`config.mk`:
```
export PLATFORM = sky130hd
export DESIGN_NAME = ddr3_layer_sequencer
export DESIGN_NICKNAME = d
export VERILOG_FILES = /design/src/rtl/ddr3_layer_sequencer_pkg.sv /design/src/rtl/ddr3_layer_table.sv /design/src/rtl/ddr3_layer_sequencer.sv
export SDC_FILE = /design/constraint.sdc
export NUM_CORES = 2
export LEC_CHECK = 0
export ABC_AREA = 1
export CORE_ASPECT_RATIO = 1.5
export CORE_MARGIN = 2
export CORE_UTILIZATION = 56
export CTS_BUF_LIST = sky130_fd_sc_hd__clkbuf_16
export DETAILED_ROUTE_END_ITERATION = 12
export PLACE_DENSITY = 0.76
export SLEW_MARGIN = 20
export SYNTH_ARGS = -nofsm -noshare
export SYNTH_HDL_FRONTEND = slang
export SYNTH_HIERARCHICAL = 1
export SYNTH_SLANG_ARGS = --single-unit
```
`constraint.sdc`:
```
create_clock -name clk -period 2.2 [get_ports clk]
set_input_delay 0.22 -clock clk [delete_from_list [all_inputs] [get_ports clk]]
set_output_delay 0.22 -clock clk [all_outputs]
set_load 0.02 [all_outputs]
```
`src/rtl/ddr3_layer_sequencer_pkg.sv`:
```
// Shared types for the DDR3 layer sequencer: FSM states, layer-table entry
// layout and the parameter-ID widths used by the DDR3 wrapper.
package ddr3_layer_sequencer_pkg;

  localparam int IN_ID_W      = 4;
  localparam int OUT_ID_W     = 3;
  localparam int ENTRY_BEAT_W = 32;

  typedef enum logic [2:0] {
    ST_IDLE    = 3'd0,
    ST_CALWAIT = 3'd1,
    ST_CFG     = 3'd2,
    ST_RD_GO   = 3'd3,
    ST_RD_WAIT = 3'd4,
    ST_WR_GO   = 3'd5,
    ST_WR_WAIT = 3'd6,
    ST_NEXT    = 3'd7
  } seq_state_e;

  typedef struct packed {
    logic [IN_ID_W-1:0]      in_id;
    logic [OUT_ID_W-1:0]     out_id;
    logic [ENTRY_BEAT_W-1:0] rd_beats;
    logic [ENTRY_BEAT_W-1:0] wr_beats;
  } layer_entry_t;

  function automatic layer_entry_t make_entry(
    input logic [IN_ID_W-1:0]      in_id,
    input logic [OUT_ID_W-1:0]     out_id,
    input logic [ENTRY_BEAT_W-1:0] rd_beats,
    input logic [ENTRY_BEAT_W-1:0] wr_beats
  );
    layer_entry_t e;
    e.in_id    = in_id;
    e.out_id   = out_id;
    e.rd_beats = rd_beats;
    e.wr_beats = wr_beats;
    return e;
  endfunction

endpackage

```
`src/rtl/ddr3_layer_table.sv`:
```
// Layer program storage: one entry per layer, synchronous write port and a
// combinational read port indexed by the sequencer.
module ddr3_layer_table
  import ddr3_layer_sequencer_pkg::*;
#(
  parameter int MAX_LAYERS = 16,
  parameter int LIDX_W     = 4
) (
  input  logic              clk,
  input  logic              we,
  input  logic [LIDX_W-1:0] addr,
  input  layer_entry_t      wr_entry,
  input  logic [LIDX_W-1:0] rd_idx,
  output layer_entry_t      rd_entry
);

  layer_entry_t mem_r [MAX_LAYERS];

  // Table write port; contents are host-programmed and carry no reset
  always_ff @(posedge clk) begin
    if (we) begin
      mem_r[addr] <= wr_entry;
    end
  end

  assign rd_entry = mem_r[rd_idx];

endmodule

```
`src/rtl/ddr3_layer_sequencer.sv`:
```
// Walks the DDR3 engine wrapper through a programmed list of layers: per layer
// it sets the param IDs, strobes read, counts read beats, then strobes write.
module ddr3_layer_sequencer
  import ddr3_layer_sequencer_pkg::*;
#(
  parameter int MAX_LAYERS = 16,
  parameter int LIDX_W     = 4,
  parameter int BEAT_W     = 32,
  parameter int CFG_WAIT   = 2,
  parameter int TIMEOUT_W  = 24
) (
  input  logic                clk,
  input  logic                rst_n,
  input  logic                init_calib_complete,
  input  logic                tbl_we,
  input  logic [LIDX_W-1:0]   tbl_addr,
  input  logic [IN_ID_W-1:0]  tbl_in_id,
  input  logic [OUT_ID_W-1:0] tbl_out_id,
  input  logic [BEAT_W-1:0]   tbl_rd_beats,
  input  logic [BEAT_W-1:0]   tbl_wr_beats,
  input  logic                run,
  input  logic [LIDX_W:0]     num_layers,
  input  logic                dn_input_vld,
  input  logic                wr_beat,
  output logic                start_read_input,
  output logic [IN_ID_W-1:0]  input_param_id,
  output logic                start_write_output,
  output logic [OUT_ID_W-1:0] output_param_id,
  output logic                busy,
  output logic                done,
  output logic                timeout,
  output logic [LIDX_W-1:0]   layer_idx
);

  localparam int               CFG_W    = (CFG_WAIT > 2) ? $clog2(CFG_WAIT) : 1;
  localparam logic [CFG_W-1:0] CFG_LAST = CFG_W'(CFG_WAIT - 1);
  localparam logic [LIDX_W:0]  MAX_NUM  = (LIDX_W+1)'(MAX_LAYERS);

  seq_state_e           state_r, state_nx_s;
  layer_entry_t         wr_entry_s, rd_entry_s;
  logic [LIDX_W-1:0]    cfg_idx_s, last_idx_r;
  logic [BEAT_W-1:0]    rd_cnt_r, wr_cnt_r;
  logic [CFG_W-1:0]     cfg_cnt_r;
  logic [TIMEOUT_W-1:0] wd_r;
  logic                 run_ok_s, rd_beat_s, wr_beat_s, wd_hit_s, load_cfg_s, in_wait_s;

  assign wr_entry_s = make_entry(tbl_in_id, tbl_out_id,
                                 ENTRY_BEAT_W'(tbl_rd_beats), ENTRY_BEAT_W'(tbl_wr_beats));

  // Entering CFG from NEXT must already see the incremented layer index
  assign cfg_idx_s = (state_r == ST_NEXT) ? layer_idx + LIDX_W'(1) : layer_idx;

  ddr3_layer_table #(
    .MAX_LAYERS (MAX_LAYERS),
    .LIDX_W     (LIDX_W)
  ) u_table (
    .clk      (clk),
    .we       (tbl_we),
    .addr     (tbl_addr),
    .wr_entry (wr_entry_s),
    .rd_idx   (cfg_idx_s),
    .rd_entry (rd_entry_s)
  );

  assign run_ok_s   = run && (state_r == ST_IDLE) && (num_layers != '0) && (num_layers <= MAX_NUM);
  assign rd_beat_s  = (state_r == ST_RD_WAIT) && dn_input_vld;
  assign wr_beat_s  = (state_r == ST_WR_WAIT) && wr_beat;
  assign in_wait_s  = (state_r == ST_RD_WAIT) || (state_r == ST_WR_WAIT);
  assign wd_hit_s   = in_wait_s && !rd_beat_s && !wr_beat_s && (&wd_r);
  assign load_cfg_s = (state_nx_s == ST_CFG) && (state_r != ST_CFG);

  // Next-state decode
  always_comb begin
    state_nx_s = state_r;
    case (state_r)
      ST_IDLE: begin
        if (run_ok_s) state_nx_s = ST_CALWAIT;
        else          state_nx_s = ST_IDLE;
      end
      ST_CALWAIT: begin
        if (init_calib_complete) state_nx_s = ST_CFG;
        else                     state_nx_s = ST_CALWAIT;
      end
      ST_CFG: begin
        if (cfg_cnt_r == CFG_LAST) state_nx_s = ST_RD_GO;
        else                       state_nx_s = ST_CFG;
      end
      ST_RD_GO: begin
        if (rd_cnt_r == '0) state_nx_s = ST_WR_GO;
        else                state_nx_s = ST_RD_WAIT;
      end
      ST_RD_WAIT: begin
        if (rd_beat_s && (rd_cnt_r == BEAT_W'(1))) state_nx_s = ST_WR_GO;
        else if (wd_hit_s)                          state_nx_s = ST_IDLE;
        else                                        state_nx_s = ST_RD_WAIT;
      end
      ST_WR_GO: begin
        if (wr_cnt_r == '0) state_nx_s = ST_NEXT;
        else                state_nx_s = ST_WR_WAIT;
      end
      ST_WR_WAIT: begin
        if (wr_beat_s && (wr_cnt_r == BEAT_W'(1))) state_nx_s = ST_NEXT;
        else if (wd_hit_s)                          state_nx_s = ST_IDLE;
        else                                        state_nx_s = ST_WR_WAIT;
      end
      ST_NEXT: begin
        if (layer_idx == last_idx_r) state_nx_s = ST_IDLE;
        else                         state_nx_s = ST_CFG;
      end
      default: state_nx_s = ST_IDLE;
    endcase
  end

  // State, counters, watchdog and registered outputs
  always_ff @(posedge clk or negedge rst_n) begin
    if (!rst_n) begin
      state_r            <= ST_IDLE;
      last_idx_r         <= '0;
      rd_cnt_r           <= '0;
      wr_cnt_r           <= '0;
      cfg_cnt_r          <= '0;
      wd_r               <= '0;
      start_read_input   <= 1'b0;
      start_write_output <= 1'b0;
      input_param_id     <= '0;
      output_param_id    <= '0;
      busy               <= 1'b0;
      done               <= 1'b0;
      timeout            <= 1'b0;
      layer_idx          <= '0;
    end else begin
      state_r            <= state_nx_s;
      busy               <= (state_nx_s != ST_IDLE);
      done               <= (state_r == ST_NEXT) && (state_nx_s == ST_IDLE);
      // Counts are loaded on CFG entry, so they are valid when the GO state is chosen
      start_read_input   <= (state_nx_s == ST_RD_GO) && (rd_cnt_r != '0);
      start_write_output <= (state_nx_s == ST_WR_GO) && (wr_cnt_r != '0);

      if (run_ok_s) begin
        layer_idx  <= '0;
        last_idx_r <= LIDX_W'(num_layers - (LIDX_W+1)'(1));
        timeout    <= 1'b0;
      end else if (wd_hit_s) begin
        timeout    <= 1'b1;
      end else if ((state_r == ST_NEXT) && (state_nx_s == ST_CFG)) begin
        layer_idx  <= layer_idx + LIDX_W'(1);
      end

      if (load_cfg_s) begin
        input_param_id  <= rd_entry_s.in_id;
        output_param_id <= rd_entry_s.out_id;
        rd_cnt_r        <= BEAT_W'(rd_entry_s.rd_beats);
        wr_cnt_r        <= BEAT_W'(rd_entry_s.wr_beats);
        cfg_cnt_r       <= '0;
      end else begin
        if (state_r == ST_CFG)             cfg_cnt_r <= cfg_cnt_r + CFG_W'(1);
        if (rd_beat_s && (rd_cnt_r != '0)) rd_cnt_r  <= rd_cnt_r - BEAT_W'(1);
        if (wr_beat_s && (wr_cnt_r != '0)) wr_cnt_r  <= wr_cnt_r - BEAT_W'(1);
      end

      if (!in_wait_s || rd_beat_s || wr_beat_s || (state_nx_s != state_r)) begin
        wd_r <= '0;
      end else begin
        wd_r <= wd_r + TIMEOUT_W'(1);
      end
    end
  end

endmodule

```
# Word-level counts from Yosys, hierarchy flattened
# Memories as Yosys holds them, arrays and structs flattened.
# Index checks and enable logic that the tools add are counted.
# word_totals
regBits,112
mem_bits_rw,1136
inputBits,87
output_inout_bits,16
word_cells,103
n_memories,1
# memory_table
name,depth,width,rd,rd_clocked_by_memory_dff,wr,line_no,source
u_table.mem_r,16,71,1,0,1,ddr3_layer_table.sv:17,layer_entry_t mem_r [MAX_LAYERS];
# classes
n_addsub,6
order_cmp,1
eq_ne,16
muxes,26
reduce_logical,39
# ops
cell,n
32-bit 2-to-1 mux,4
"32-bit by 1-bit == test with 1-bit output, second input constant",2
32-bit zero test,2
32-bit nonzero test,2
"32-bit by 1-bit subtractor with 32-bit output, second input constant",2
"24-bit by 1-bit adder with 24-bit output, second input constant",1
24-bit 2-to-1 mux,1
3-bit case mux with 8 select lines,1
24-bit AND reduction,1
1-bit logical AND,17
4-bit 2-to-1 mux,4
"3-bit == test, second input constant",5
"3-bit by 2-bit == test with 1-bit output, second input constant",4
3-bit 2-to-1 mux,4
1-bit 2-to-1 mux,10
2-bit nonzero test,5
3-bit zero test,2
"5-bit less-or-equal comparator, second input constant",1
5-bit nonzero test,1
"4-bit by 1-bit adder with 4-bit output, second input constant",1
4-bit == test,1
1-bit logical OR,4
2-bit 2-to-1 mux,2
"4-bit by 1-bit subtractor with 4-bit output, second input constant",1
other kinds (8),10

# Logic depth before layout (Yosys ltp)
# depth
word_depth,14
ltp_mapped,17
mapped_depth_nobuf,14

# Hierarchy
# Netlist, hierarchy kept.
# modules_own_cells
mod,instances,cells_each,area_each_um2,seq_area_each_um2
ddr3_layer_table,1,4596,48454.0,34112.7
ddr3_layer_sequencer,1,994,6959.2,2802.7

# Worst setup path after synthesis
# Ideal clock, no wire load.
# synth_timing
path_type,input port to flip-flop
startpoint,in tbl_addr[2]
endpoint,"mem u_table/mem_r[10][0] (netlist bit), enable pin"
setup_ns,0.501
arrival_ns,3.401
required_ns,1.699
slack_ns,-1.702
path_stages,2
path_buffers,0
cell_sequence,nand3b_1 > nor2_1
# synth_rtl
element,line_no,source
"start, declared",ddr3_layer_sequencer.sv:16,"input logic [LIDX_W-1:0] tbl_addr,"
"end, declared",ddr3_layer_table.sv:17,
# No word-level cell before the write port.

==> impl_summary.txt <==
----------------------------------------------------
[Route]
  DRT iter0 DRCs ... 4632
  Routed Antenna Nets ... 0
  Vias post-DR ... 42200
  Routed Wire Length ... 161 mm
  Routed length per placed instance ... 21.6 um
  First-pass DRT Iterations ... 8
  Post-detailed-route via-to-cell ratio ... 5.68
  Number of remaining DRC errors ... 0

[Critical path]
  Cell Chain, Critical Path ... inv_2 -> nor3_4 -> buf_6 -> xor2_4 -> buf_12 -> buf_16 -> buf_16 -> buf_8 -> buf_8 -> nand2_1 -> nand3_1 -> nand3_1 -> nand3_1 -> nand2_2 -> o21ai_1 -> inv_1
  Data arrival time of the critical path ... 3.15 ns
  Kind of cell with the highest combined delay on the critical path ... buffers and inverters
  Worst path buffer plus inverter count ... 8
  Delay of the slowest cell on the worst path ... 0.37 ns
  Destination of the worst register-to-register timing path ... rd_cnt_r[7]
  Largest fanout of any net on the critical path ... 9
  Slowest-stage cell, CP ... sky130_fd_sc_hd__dfrtp_1
  Critical Path Most Common Cell ... sky130_fd_sc_hd__nand3_1
  Critical path class ... flip-flop to flip-flop
  Start of the worst register-to-register path ... state_r[2]
  Startpoint kind of the worst setup timing path ... flip-flop
  Depth of the worst register-to-register path ... 16
  Nature of the critical path endpoint ... flip-flop
  Worst EP required ... 2.83 ns
  FF-to-FF setup slack ... -0.32 ns

[Synth]
  Share of synthesized area spent on multiplexers ... 0%
  Synth Area in Compound Gates ... 0.388%
  Most numerous cell types in the synthesized netlist ... sky130_fd_sc_hd__nand2_1 (1775), sky130_fd_sc_hd__edfxtp_1 (1136), sky130_fd_sc_hd__nand3_1 (982)
  Library cell with the largest summed area after synthesis ... sky130_fd_sc_hd__edfxtp_1
  Yosys top cell area share ... 61.6%
  Main area contributors after synthesis ... sky130_fd_sc_hd__edfxtp_1 (62%), sky130_fd_sc_hd__nand2_1 (12%), sky130_fd_sc_hd__nand3_1 (8.9%)
  Largest family of logic cells by synthesized area ... simple AND/OR/NAND/NOR gates
  Post-synthesis share of cell area spent on full adders, half adders and majority gates ... 0.203%
  Average footprint of a synthesized cell ... 9.91 um2
  Post-synthesis instance total ... 5590
  Register bit count reported by yosys ... 1248
  Syn Std Cell Area ... 55400 um2
  Fraction of the yosys area taken by sequential cells ... 66.6%
  Dominant register cell in the synthesized netlist ... sky130_fd_sc_hd__edfxtp_1
  Async S/R FF share, synth ... 8.97%
  Post-Syn Nets ... 5686
  Library cells used by synthesis ... 35
  Warning count from the yosys run ... 6
  Number of enable-type register cells in the synthesized netlist ... 1136
  Most frequent cell after synthesis ... sky130_fd_sc_hd__nand2_1
  Simple-gate share of the synthesized area ... 22.8%
  Xor and xnor fraction of the mapped netlist area ... 1.11%

[Layout]
  Total non-filler cell area in the finished layout ... 68800 um2
  Number of fillers in the final layout ... 6276
  Final core utilization ... 70.0%
  Final layout net count ... 6130
  Area growth from synthesis to layout ... 24.1%
  Layout cell share with drive strength beyond 1 ... 15.5%
  Final non-filler cell total ... 7426

[Placed design]
  Pre-CTS setup slack ... -0.337 ns
  RD Place Congestion ... 0.901
  # placed instances ... 7135
  Half-perimeter wire length after placement ... 90.3 mm
  IO buf count ... 102
  Instance area at placement ... 61900 um2

[CTS]
  Max clock buf depth ... 3
  Clock Sinks ... 1248
  Clock-pin transition on the worst setup and hold timing paths ... 0.07 ns
  Clock Tree Root ... sky130_fd_sc_hd__clkbuf_16
  Clock latency of the later-clocked register in the worst-skew pair ... 0.75 ns
  Max H-tree Level ... 3
  Clock tree from TritonCTS ... built
  TritonCTS Buffers ... 111

[Floorplanning]
  Number of top-level pins ... 103
  Standard-cell rows ... 141
  Initial cell density of the core ... 56.4%
  CORE AREA ... 98300 um2
  DIE WIDTH ... 261 um
  Floorplan die area ... 102000 um2
  Overall die height ... 389 um

[STA]
  Final count of hold timing violations ... 0
  Crit path time final ... 2.52 ns
  Fin. max-slew vios ... 0
  Setup WS post-layout ... -0.317 ns
  Max Clock Skew ... 0.0345 ns
  Worst hold slack after final layout ... 0.0454 ns
  Worst Tran Pin Value ... 0.767 ns
  Max transition margin ... 48.7%
  Setup TNS ... -14.85 ns
  Maximum achievable frequency ... 397 MHz
  Fin crit share ... 114%
  Count of endpoints failing setup in the final report ... 72
  Unrepaired setup endpoints after global routing ... true

[Global routing]
  Total global routing track utilization ... 30.9%
  Via count of the first global-routing pass ... 41900
  Initial antenna violation count ... 10
  Global-route wire length before repair ... 236 mm
  Largest net degree at the start of global routing ... 57
  GRT overflow ... 0

[Power]
  Worst IR Drop VDD ... 1.04 mV
  Power per standard cell area ... 1260 nW/um2
  Leak Pwr ... 29.9 nW
  Post-layout power ... 86.8 mW

[Outcome]
  Outcome ... complete, but fails checks
  Failing checks ... setup timing

[Hold path]
  Min-delay worst type ... primary input to asynchronous set/reset pin

[Flow run]
  Number of violations of the max-capacitance limit ... 0

----------------------------------------------------
## registers in the layout (all words and copies together) (netlist names), 3 cells and up
name / flops
layer_idx: 4
input_param_id: 4
output_param_id: 3
rd_cnt_r: 32
u_table/mem_r: 1136
wd_r: 24
wr_cnt_r: 32
state_r: 3
last_idx_r: 4
## placed cells by master, fill, tap and decap left out, types with 42 or more instances in the layout
cell type	synthesis	routed
sky130_fd_sc_hd__buf_12	0	145
sky130_fd_sc_hd__buf_16	0	45
sky130_fd_sc_hd__buf_4	24	246
sky130_fd_sc_hd__clkbuf_16	0	130
sky130_fd_sc_hd__clkdlybuf4s50_1	0	101
sky130_fd_sc_hd__dfrtp_1	112	112
sky130_fd_sc_hd__edfxtp_1	1136	1136
sky130_fd_sc_hd__inv_1	951	967
sky130_fd_sc_hd__nand2_1	1775	1672
sky130_fd_sc_hd__nand2_2	0	97
sky130_fd_sc_hd__nand3_1	982	856
sky130_fd_sc_hd__nand3_2	3	129
sky130_fd_sc_hd__nor2_1	184	158
sky130_fd_sc_hd__xor2_1	43	42
## repair_timing
item                                    4_1_cts  5_1_grt
hold buffers                                  1        0
cloned                                       36       17
hold endpoints to repair                    112        0
pin swaps                                    85       35
gates resized for setup                     245      151
endpoints found under the setup margin       73       99
buffers inserted                             16        5
## worst max-delay path by stage
stage,startpoint,endpoint,slack (ns),depth (start not counted)
5_1_grt,state_r[2],rd_cnt_r[7],-0.39,16
6_report,state_r[2],rd_cnt_r[7],-0.32,16
4_1_cts,state_r[1],rd_cnt_r[27],-0.19,15
3_3_place_gp,dn_input_vld,wr_cnt_r[7],-0.34,14
3_5_place_dp,state_r[2],wr_cnt_r[30],-0.34,13
2_1_floorplan,tbl_addr[2],u_table/mem_r[10][0],-0.58,2
## cell type report
class                           instances  area, um2  area share [%]
Multi-Input combinational cell       3120      14800            21.4
Clock inverter                         99        908            1.32
Tap cell                             1287       1610            2.34
Timing Repair Buffer                  589       8050            11.7
Clock buffer                          113       2830            4.11
Inverter                              960       3640            5.30
Timing Repair inverter                  4       71.3           0.104
Antenna cell                            6       15.0          0.0218
Sequential cell                      1248      36900            53.7
## where the power goes
part	internal [mW]	total (mW)	switching [mW]	leakage [nW]
registers	27.1	27.7	0.619	11.7
clock network	11.1	20.0	8.87	1.91
logic	15.7	39.0	23.3	16.2
total	54.0	86.8	32.8	29.9
## cells by family after synthesis
logic type      Yosys count
simple gates           2999
flops                  1248
buf+inv                1222
xor+xnor                 70
compound gates           42
fa+ha+maj                 9
## layer usage
metal | GRT usage [%] | part of all wire, %
met4 | 19.4 | 7.1
met2 | 53.1 | 50
met5 | 0 | 0.026
met3 | 5.73 | 9.5
met1 | 35.3 | 33
No activity file was read; power rests on OpenSTA's default activity.
